**config.mk**
```make
export PLATFORM = sky130hd
export DESIGN_NAME = spi_reg_bank
export DESIGN_NICKNAME = d
export VERILOG_FILES = /design/src/rtl/spi_reg_pkg.sv /design/src/rtl/spi_sync_edge.sv /design/src/rtl/spi_reg_bank.sv
export SDC_FILE = /design/constraint.sdc
export NUM_CORES = 1
export LEC_CHECK = 0
export CELL_PAD_IN_SITES_DETAIL_PLACEMENT = 0
export CELL_PAD_IN_SITES_GLOBAL_PLACEMENT = 2
export CORE_MARGIN = 2
export CORE_UTILIZATION = 36
export DETAILED_ROUTE_END_ITERATION = 12
export PLACE_DENSITY = 0.89
export SLEW_MARGIN = 20
export SYNTH_ARGS = -nofsm -noshare
export SYNTH_HDL_FRONTEND = slang
export SYNTH_HIERARCHICAL = 1
export SYNTH_SLANG_ARGS = --single-unit
```
**constraint.sdc**
```tcl
create_clock -name clk -period 3.2 [get_ports clk]
set_input_delay 0.32 -clock clk [delete_from_list [all_inputs] [get_ports clk]]
set_output_delay 0.32 -clock clk [all_outputs]
set_load 0.03 [all_outputs]
```
**src/rtl/spi_reg_pkg.sv**
```systemverilog
// Shared types and sizing helpers for the SPI register bank.
package spi_reg_pkg;

    typedef enum logic [1:0] {
        SYNC_WAIT,
        IDLE,
        SHIFT,
        CHECK
    } state_e;

    function automatic int frame_bits(input int aw, input int dw);
        return 1 + aw + dw;
    endfunction

    // The bit counter saturates at FRAME+1, so it must hold FRAME+1.
    function automatic int cnt_width(input int aw, input int dw);
        return $clog2(frame_bits(aw, dw) + 2);
    endfunction

endpackage

```
**src/rtl/spi_sync_edge.sv**
```systemverilog
// Two-flop synchroniser for an asynchronous pin, with a history flop for edge pulses.
module spi_sync_edge (
    input  logic clk,
    input  logic rst,
    input  logic async_in,
    output logic level,
    output logic rise,
    output logic fall
);

    logic meta_q, meta_d;
    logic sync_q, sync_d;
    logic hist_q, hist_d;

    always_comb begin
        meta_d = async_in;
        sync_d = meta_q;
        hist_d = sync_q;
    end

    // Reset low so that a chip select held low through reset never looks idle.
    always_ff @(posedge clk) begin
        if (rst) begin
            meta_q <= 1'b0;
            sync_q <= 1'b0;
            hist_q <= 1'b0;
        end else begin
            meta_q <= meta_d;
            sync_q <= sync_d;
            hist_q <= hist_d;
        end
    end

    assign level = sync_q;
    assign rise  = sync_q & ~hist_q;
    assign fall  = ~sync_q & hist_q;

endmodule

```
**src/rtl/spi_reg_bank.sv**
```systemverilog
// Bank of NREGS x DW registers written and read back over SPI mode 0.
// All SPI pins are synchronised into clk; frames are W, ADDR, DATA, MSB first.
module spi_reg_bank
    import spi_reg_pkg::*;
#(
    parameter int              NREGS     = 4,
    parameter int              AW        = 4,
    parameter int              DW        = 8,
    parameter logic [DW-1:0]   RESET_VAL = '0
) (
    input  logic                  clk,
    input  logic                  rst,
    input  logic                  sclk,
    input  logic                  cs,
    input  logic                  mosi,
    output logic                  miso,
    output logic                  miso_oe,
    output logic [NREGS*DW-1:0]   regs_out,
    output logic                  wr_strobe,
    output logic [AW-1:0]         wr_addr,
    output logic                  frame_err,
    output logic                  addr_err
);

    localparam int FRAME = frame_bits(AW, DW);
    localparam int CW    = cnt_width(AW, DW);
    localparam int SW    = (AW > DW) ? AW : DW;

    localparam logic [CW-1:0] CNT_HDR   = CW'(AW);
    localparam logic [CW-1:0] CNT_DATA  = CW'(AW + 1);
    localparam logic [CW-1:0] CNT_FRAME = CW'(FRAME);
    localparam logic [CW-1:0] CNT_SAT   = CW'(FRAME + 1);
    localparam logic [AW:0]   NREGS_LIM = (AW + 1)'(NREGS);

    logic sclk_lvl_unused, sclk_rise, sclk_fall;
    logic cs_lvl, cs_rise, cs_fall;
    logic mosi_lvl, mosi_rise_unused, mosi_fall_unused;

    spi_sync_edge u_sync_sclk (
        .clk      (clk),
        .rst      (rst),
        .async_in (sclk),
        .level    (sclk_lvl_unused),
        .rise     (sclk_rise),
        .fall     (sclk_fall)
    );

    spi_sync_edge u_sync_cs (
        .clk      (clk),
        .rst      (rst),
        .async_in (cs),
        .level    (cs_lvl),
        .rise     (cs_rise),
        .fall     (cs_fall)
    );

    spi_sync_edge u_sync_mosi (
        .clk      (clk),
        .rst      (rst),
        .async_in (mosi),
        .level    (mosi_lvl),
        .rise     (mosi_rise_unused),
        .fall     (mosi_fall_unused)
    );

    state_e                     state_q, state_d;
    logic [CW-1:0]              cnt_q, cnt_d;
    logic [SW-1:0]              shift_q, shift_d;
    logic                       wr_bit_q, wr_bit_d;
    logic [AW-1:0]              addr_q, addr_d;
    logic [DW-1:0]              rd_q, rd_d;
    logic                       miso_q, miso_d;
    logic                       miso_oe_q, miso_oe_d;
    logic [NREGS-1:0][DW-1:0]   regs_q, regs_d;
    logic                       wr_strobe_q, wr_strobe_d;
    logic [AW-1:0]              wr_addr_q, wr_addr_d;
    logic                       frame_err_q, frame_err_d;
    logic                       addr_err_q, addr_err_d;

    logic [AW:0]                hdr;
    logic [DW-1:0]              rd_sel;
    logic                       hdr_valid;
    logic                       addr_valid;

    always_comb begin
        state_d     = state_q;
        cnt_d       = cnt_q;
        shift_d     = shift_q;
        wr_bit_d    = wr_bit_q;
        addr_d      = addr_q;
        rd_d        = rd_q;
        miso_d      = miso_q;
        regs_d      = regs_q;
        wr_addr_d   = wr_addr_q;
        wr_strobe_d = 1'b0;
        frame_err_d = 1'b0;
        addr_err_d  = 1'b0;

        // Header as it will look once the current sclk rise is shifted in.
        hdr       = {shift_q[AW-1:0], mosi_lvl};
        hdr_valid = ({1'b0, hdr[AW-1:0]} < NREGS_LIM);
        rd_sel    = '0;
        for (int i = 0; i < NREGS; i++) begin
            if (hdr[AW-1:0] == AW'(i)) rd_sel = regs_q[i];
        end
        addr_valid = ({1'b0, addr_q} < NREGS_LIM);

        unique case (state_q)
            SYNC_WAIT: begin
                if (cs_lvl) state_d = IDLE;
            end
            IDLE: begin
                if (cs_fall) begin
                    state_d = SHIFT;
                    cnt_d   = '0;
                    shift_d = '0;
                    rd_d    = '0;
                end
            end
            SHIFT: begin
                if (cs_rise) begin
                    state_d = CHECK;
                end else if (sclk_rise) begin
                    shift_d = {shift_q[SW-2:0], mosi_lvl};
                    if (cnt_q != CNT_SAT) cnt_d = cnt_q + CW'(1);
                    if (cnt_q == CNT_HDR) begin
                        wr_bit_d = hdr[AW];
                        addr_d   = hdr[AW-1:0];
                        rd_d     = hdr_valid ? rd_sel : '0;
                        miso_d   = hdr_valid ? rd_sel[DW-1] : 1'b0;
                    end
                end else if (sclk_fall && (cnt_q > CNT_DATA)) begin
                    // The MSB was presented at the header edge; later falls advance it.
                    rd_d   = {rd_q[DW-2:0], 1'b0};
                    miso_d = rd_q[DW-2];
                end
            end
            CHECK: begin
                if (cnt_q != CNT_FRAME) begin
                    frame_err_d = 1'b1;
                end else if (!addr_valid) begin
                    addr_err_d = 1'b1;
                end else if (wr_bit_q) begin
                    for (int i = 0; i < NREGS; i++) begin
                        if (addr_q == AW'(i)) regs_d[i] = shift_q[DW-1:0];
                    end
                    wr_addr_d   = addr_q;
                    wr_strobe_d = 1'b1;
                end
                if (cs_fall) begin
                    state_d = SHIFT;
                    cnt_d   = '0;
                    shift_d = '0;
                    rd_d    = '0;
                end else begin
                    state_d = IDLE;
                end
            end
            default: state_d = SYNC_WAIT;
        endcase

        miso_oe_d = (state_d == SHIFT) && !cs_lvl;
        if (!miso_oe_d) miso_d = 1'b0;
    end

    always_ff @(posedge clk) begin
        if (rst) begin
            state_q     <= SYNC_WAIT;
            cnt_q       <= '0;
            shift_q     <= '0;
            wr_bit_q    <= 1'b0;
            addr_q      <= '0;
            rd_q        <= '0;
            miso_q      <= 1'b0;
            miso_oe_q   <= 1'b0;
            regs_q      <= {NREGS{RESET_VAL}};
            wr_strobe_q <= 1'b0;
            wr_addr_q   <= '0;
            frame_err_q <= 1'b0;
            addr_err_q  <= 1'b0;
        end else begin
            state_q     <= state_d;
            cnt_q       <= cnt_d;
            shift_q     <= shift_d;
            wr_bit_q    <= wr_bit_d;
            addr_q      <= addr_d;
            rd_q        <= rd_d;
            miso_q      <= miso_d;
            miso_oe_q   <= miso_oe_d;
            regs_q      <= regs_d;
            wr_strobe_q <= wr_strobe_d;
            wr_addr_q   <= wr_addr_d;
            frame_err_q <= frame_err_d;
            addr_err_q  <= addr_err_d;
        end
    end

    assign miso      = miso_q;
    assign miso_oe   = miso_oe_q;
    assign regs_out  = regs_q;
    assign wr_strobe = wr_strobe_q;
    assign wr_addr   = wr_addr_q;
    assign frame_err = frame_err_q;
    assign addr_err  = addr_err_q;

endmodule

```
; Word level (Yosys, flattened, before mapping)
; Index checks and enable logic that the tools add are counted.
[totals]
reg_bits = 75
input_bits = 5
ramBits = 0
out_inout_bits = 41
romBits = 0
latchBits = 0
n_memories = 0
wordCells = 115
[op_classes]
shifts = 0
mux = 31
reduce_logical = 23
bitwise_logic = 13
n_lt_le_gt_ge = 3
mul = 0
add_sub_neg = 1
n_div = 0
eq_ne = 20
[ops]
columns = operator, count
row1 = 8-bit two-way mux, 7
row2 = 7-bit two-way mux, 5
row3 = 5-bit AND reduction, 6
row4 = "4-bit by 2-bit equality test with 1-bit output, second input constant", 4
row5 = 4-bit two-way mux, 4
row6 = 8-bit case mux with 2 select lines, 1
row7 = 4-bit AND reduction, 4
row8 = 7-bit case mux with 2 select lines, 1
row9 = 1-bit NOT, 9
row10 = "4-bit by 1-bit equality test with 1-bit output, second input constant", 2
row11 = 4-bit logical NOT, 2
row12 = "4-bit by 3-bit less-than comparator with 1-bit output, second input constant", 2
row13 = 2-bit two-way mux, 4
row14 = "4-bit inequality test, second input constant", 2
row15 = 2-bit case mux with 4 select lines, 1
row16 = 4-bit case mux with 2 select lines, 1
row17 = 1-bit two-way mux, 7
row18 = "2-bit equality test, second input constant", 3
row19 = "2-bit inequality test, second input constant", 3
row20 = "3-bit inequality test, second input constant", 2
row21 = 2-bit OR reduction, 3
row22 = "4-bit by 1-bit adder with 4-bit output, second input constant", 1
row23 = 1-bit bitwise AND, 4
row24 = "4-bit by 3-bit equality test with 1-bit output, second input constant", 1
row25 = other kinds (9), 12

; Logic depth before layout (Yosys ltp)
[depth]
depth_word = 10
depth_mapped = 7
mapped_depth_nobuf = 6

; Hierarchy
; Netlist, hierarchy kept.
[modules_own_cells]
columns = mod, instances, cells_each, area_per_inst_um2, seq_area_each_um2
row1 = spi_reg_bank, 1, 313, 2997.9, 1341.3
row2 = spi_sync_edge, 3, 8, 91.3, 60.1

; Least setup slack after synthesis
; Ideal clock, no wire load.
[synth_timing]
kind = register -> register
from = register cnt_q[1]
to = register regs_q, in the netlist regs_out[1]
required_ps = 3072
period_less_slack_ps = 1836
setup_time_ps = 128
t_arrival_ps = 1709
path_slack_ps = 1364
path_buffers = 1
stages_incl_launch_ff = 8
cell_sequence = dfxtp_1 inv_1 ha_1 nand3_2 or4b_1 buf_2 mux2i_1 nor2_1
[synth_via]
elab_chain_len = 3
[synth_lines]
columns = element, line
row1 = from (decl), spi_reg_bank.sv:67  ; logic [CW-1:0] cnt_q, cnt_d;
row2 = from (signal assigned), spi_reg_bank.sv:183  ; cnt_q <= cnt_d;
row3 = 4-bit inequality test, spi_reg_bank.sv:139  ; if (cnt_q != CNT_FRAME) begin
row4 = 1-bit NOT (no line), n/a
row5 = 5-bit AND reduction (no line), n/a
row6 = to (signal assigned), spi_reg_bank.sv:176  ; regs_q <= {NREGS{RESET_VAL}};
row7 = to (signal assigned), spi_reg_bank.sv:190  ; regs_q <= regs_d;
row8 = to (decl), spi_reg_bank.sv:74  ; logic [NREGS-1:0][DW-1:0] regs_q, regs_d;
; No other way between the ends.
; A chain may end at the register's enable or synchronous reset.

; Worst setup path in the final report
[layout_timing]
from = register state_q[0]
to = register regs_q, in the netlist regs_out[5]
[layout_via]
elab_chain_len = 2
[layout_lines]
columns = element, line
row1 = from (decl), spi_reg_bank.sv:66  ; state_e state_q, state_d;
row2 = from (signal assigned), spi_reg_bank.sv:182  ; state_q <= state_d;
row3 = 2-bit equality test, spi_reg_bank.sv:108  ; unique case (state_q)
row4 = 5-bit AND reduction (no line), n/a
; No other way between the ends.

==> metrics.csv <==
metric,value,unit
Worst Tran Pin Value,846,ps
synth warn,6,
Pleak,1.33,nW
IO Port Bufs,45,
num rows,34,
fmax,428,MHz
CP cell instances,"nand2_1, or4b_1, mux2i_1, nor2_1",
final worst path period share,73.0,%
HP Class,input pin to register,
crit path max fanout,16,
combinational group share of total power,2.7,%
Clk pwr share,42.1,%
Max VDD drop,0.309,mV
All-Layer GR Usage,16.7,%
power share of the sequential group,55.3,%
fin crit period,2330,ps
Area Overhead vs Synth,22.7,%
Crit. End Element,register,
CP max stage delay,890,ps
most frequent cells in the layout,"dfxtp_1 (75), mux2i_1 (48), clkdlybuf4s50_1 (44)",
PwrDens,431,nW/um2
clock sinks,75,
Top Layer Used,met4,
"Buf+Inv Stages, Crit Path",0,
I/O pins,46,
vias in the first global route,2361,
postcts setup bufs,0,
Mean Syn Cell Area,9.71,um2
"Cell Area, Synth",3230,um2
min setup slack post-route,865,ps
Antenna Cells,0,
Chip Width,98.8,um
CP required,3430,ps
core area,8720,um2
DRT Wirelength,7.90,mm
CTS buffer count,9,
switching power total,0.377,mW
drt first pass iters,4,
Setup Viol. Count Final,0,
Synth Instances,333,
post-CTS resize count,0,
1st-iter DRT viols,134,
DP HPWL,5.47,mm
TritonCTS clock tree,yes,
met3 WL,378,um
switching share of total power,22.0,%
clk buf depth,2,
Synth Net Count,343,
"Arr. time, crit path",2560,ps
met2 wire length,3.46,mm
number of max-cap violations,0,
WL per Instance,16.2,um
Layout fillers,843,
largest net degree at the start of global routing,29,
WL met1,3.99,mm
initial core utilization,37.1,%
critical path class,register to register,
crit path max-delay cell type,or4b_1,
DP Worst Slack,867,ps
Top Family by Delay on Critical Path,simple AND/OR/NAND/NOR gates,
startpoint type of the worst setup path,register,
Hold Buf Count CTS,0,
clk_skew,4.98,ps
status,"finished, final reports clean",
initial antenna violation count,0,
total grt overflow,0,
first-pass GRT wire length,12.7,mm
slew margin rel.,43.3,%
Worst-Skew Late Latency,340,ps
Via density,5.22,
Remaining DRCs,0,
"commonest non-fill, non-tap cell in the layout",dfxtp_1,
CTS root buffer,clkbuf_8,
Final TNS setup,0,ps
CTS H-tree depth,3,
Power Internal,1.33,mW
fin nets,385,
routed vias,2549,
Routed Antenna Nets,0,
Max Slew Vio Count,0,
endpoints failing hold,0,
clock slew at reported path FFs,80,ps
layout cell share with drive strength beyond 1,7.89,%
die area,9750,um2
Die Ht,98.8,um
Final Wtd Congestion,0.778,
RSZ-0062 raised after global routing,false,
==> final cells by class <==
class                   count  area [um2]  area share [%]
clock inverters             5        52.6            1.32
multi-input cells         235        1630            41.2
clock buffers              11         141            3.56
inverters                   3        11.3           0.284
repair buffers             51         490            12.4
well taps                 108         135            3.41
flip-flops and latches     75        1500            37.9
==> worst paths after layout <==
check                               from                          to  slack (ps)  cells after the start
max                state_q[0]$_SDFF_PP0_    regs_out[5]$_SDFFE_PP0P_         870                      4
min                                  rst   regs_out[12]$_SDFFE_PP0P_         400                      2
max reg2reg        state_q[0]$_SDFF_PP0_    regs_out[5]$_SDFFE_PP0P_         870                      4
min reg2reg  u_sync_cs/meta_q$_SDFF_PP0_  u_sync_cs/level$_SDFF_PP0_         440                      1
==> per-layer routing <==
| layer | vias to the layer above | track usage (%) |
|---|---|---|
| met5 | - | 0 |
| met4 | 0 | 4.11 |
| met3 | 6 | 5.39 |
| met2 | 55 | 24.1 |
| met1 | 1220 | 24.3 |
| li1 | 1268 | - |
==> through the flow <==
step | power (mW) | cells | utilization, % | hold slack, ps | instance area [um2]
6_report | 1.71 | 488 | 45.5 | 403 | 3970
5_1_grt | 1.78 | 488 | 45.5 | 410 | 3970
3_5_place_dp | 1.01 | 472 | 43.3 | 429 | 3770
2_1_floorplan | 0.994 | 333 | - | 392 | 3230
4_1_cts | 1.73 | 488 | 45.5 | 392 | 3970
3_3_place_gp | 1.01 | 472 | 43.3 | 417 | 3770
==> power groups by stage <==
stage / combinational [mW] / sequential (mW) / clock, mW
after floorplan: 0.0315 / 0.962 / 0
after global placement: 0.0460 / 0.965 / 0
after detailed placement: 0.0461 / 0.966 / 0
after CTS: 0.0463 / 0.944 / 0.742
after global routing: 0.0502 / 0.945 / 0.783
final: 0.0457 / 0.944 / 0.719
==> sequential cells by signal (all words and copies together), names as in the netlist <==
signal / cells
u_sync_mosi/meta_q: 1
u_sync_cs/meta_q: 1
miso: 1
u_sync_cs/level: 1
cnt_q: 4
u_sync_sclk/hist_q: 1
addr_err: 1
wr_strobe: 1
state_q: 2
wr_addr: 4
u_sync_sclk/level: 1
frame_err: 1
shift_q: 8
miso_oe: 1
wr_bit_q: 1
u_sync_mosi/level: 1
u_sync_cs/hist_q: 1
rd_q: 7
u_sync_sclk/meta_q: 1
addr_q: 4
regs_out: 32
(Power assumes the default switching activity.)
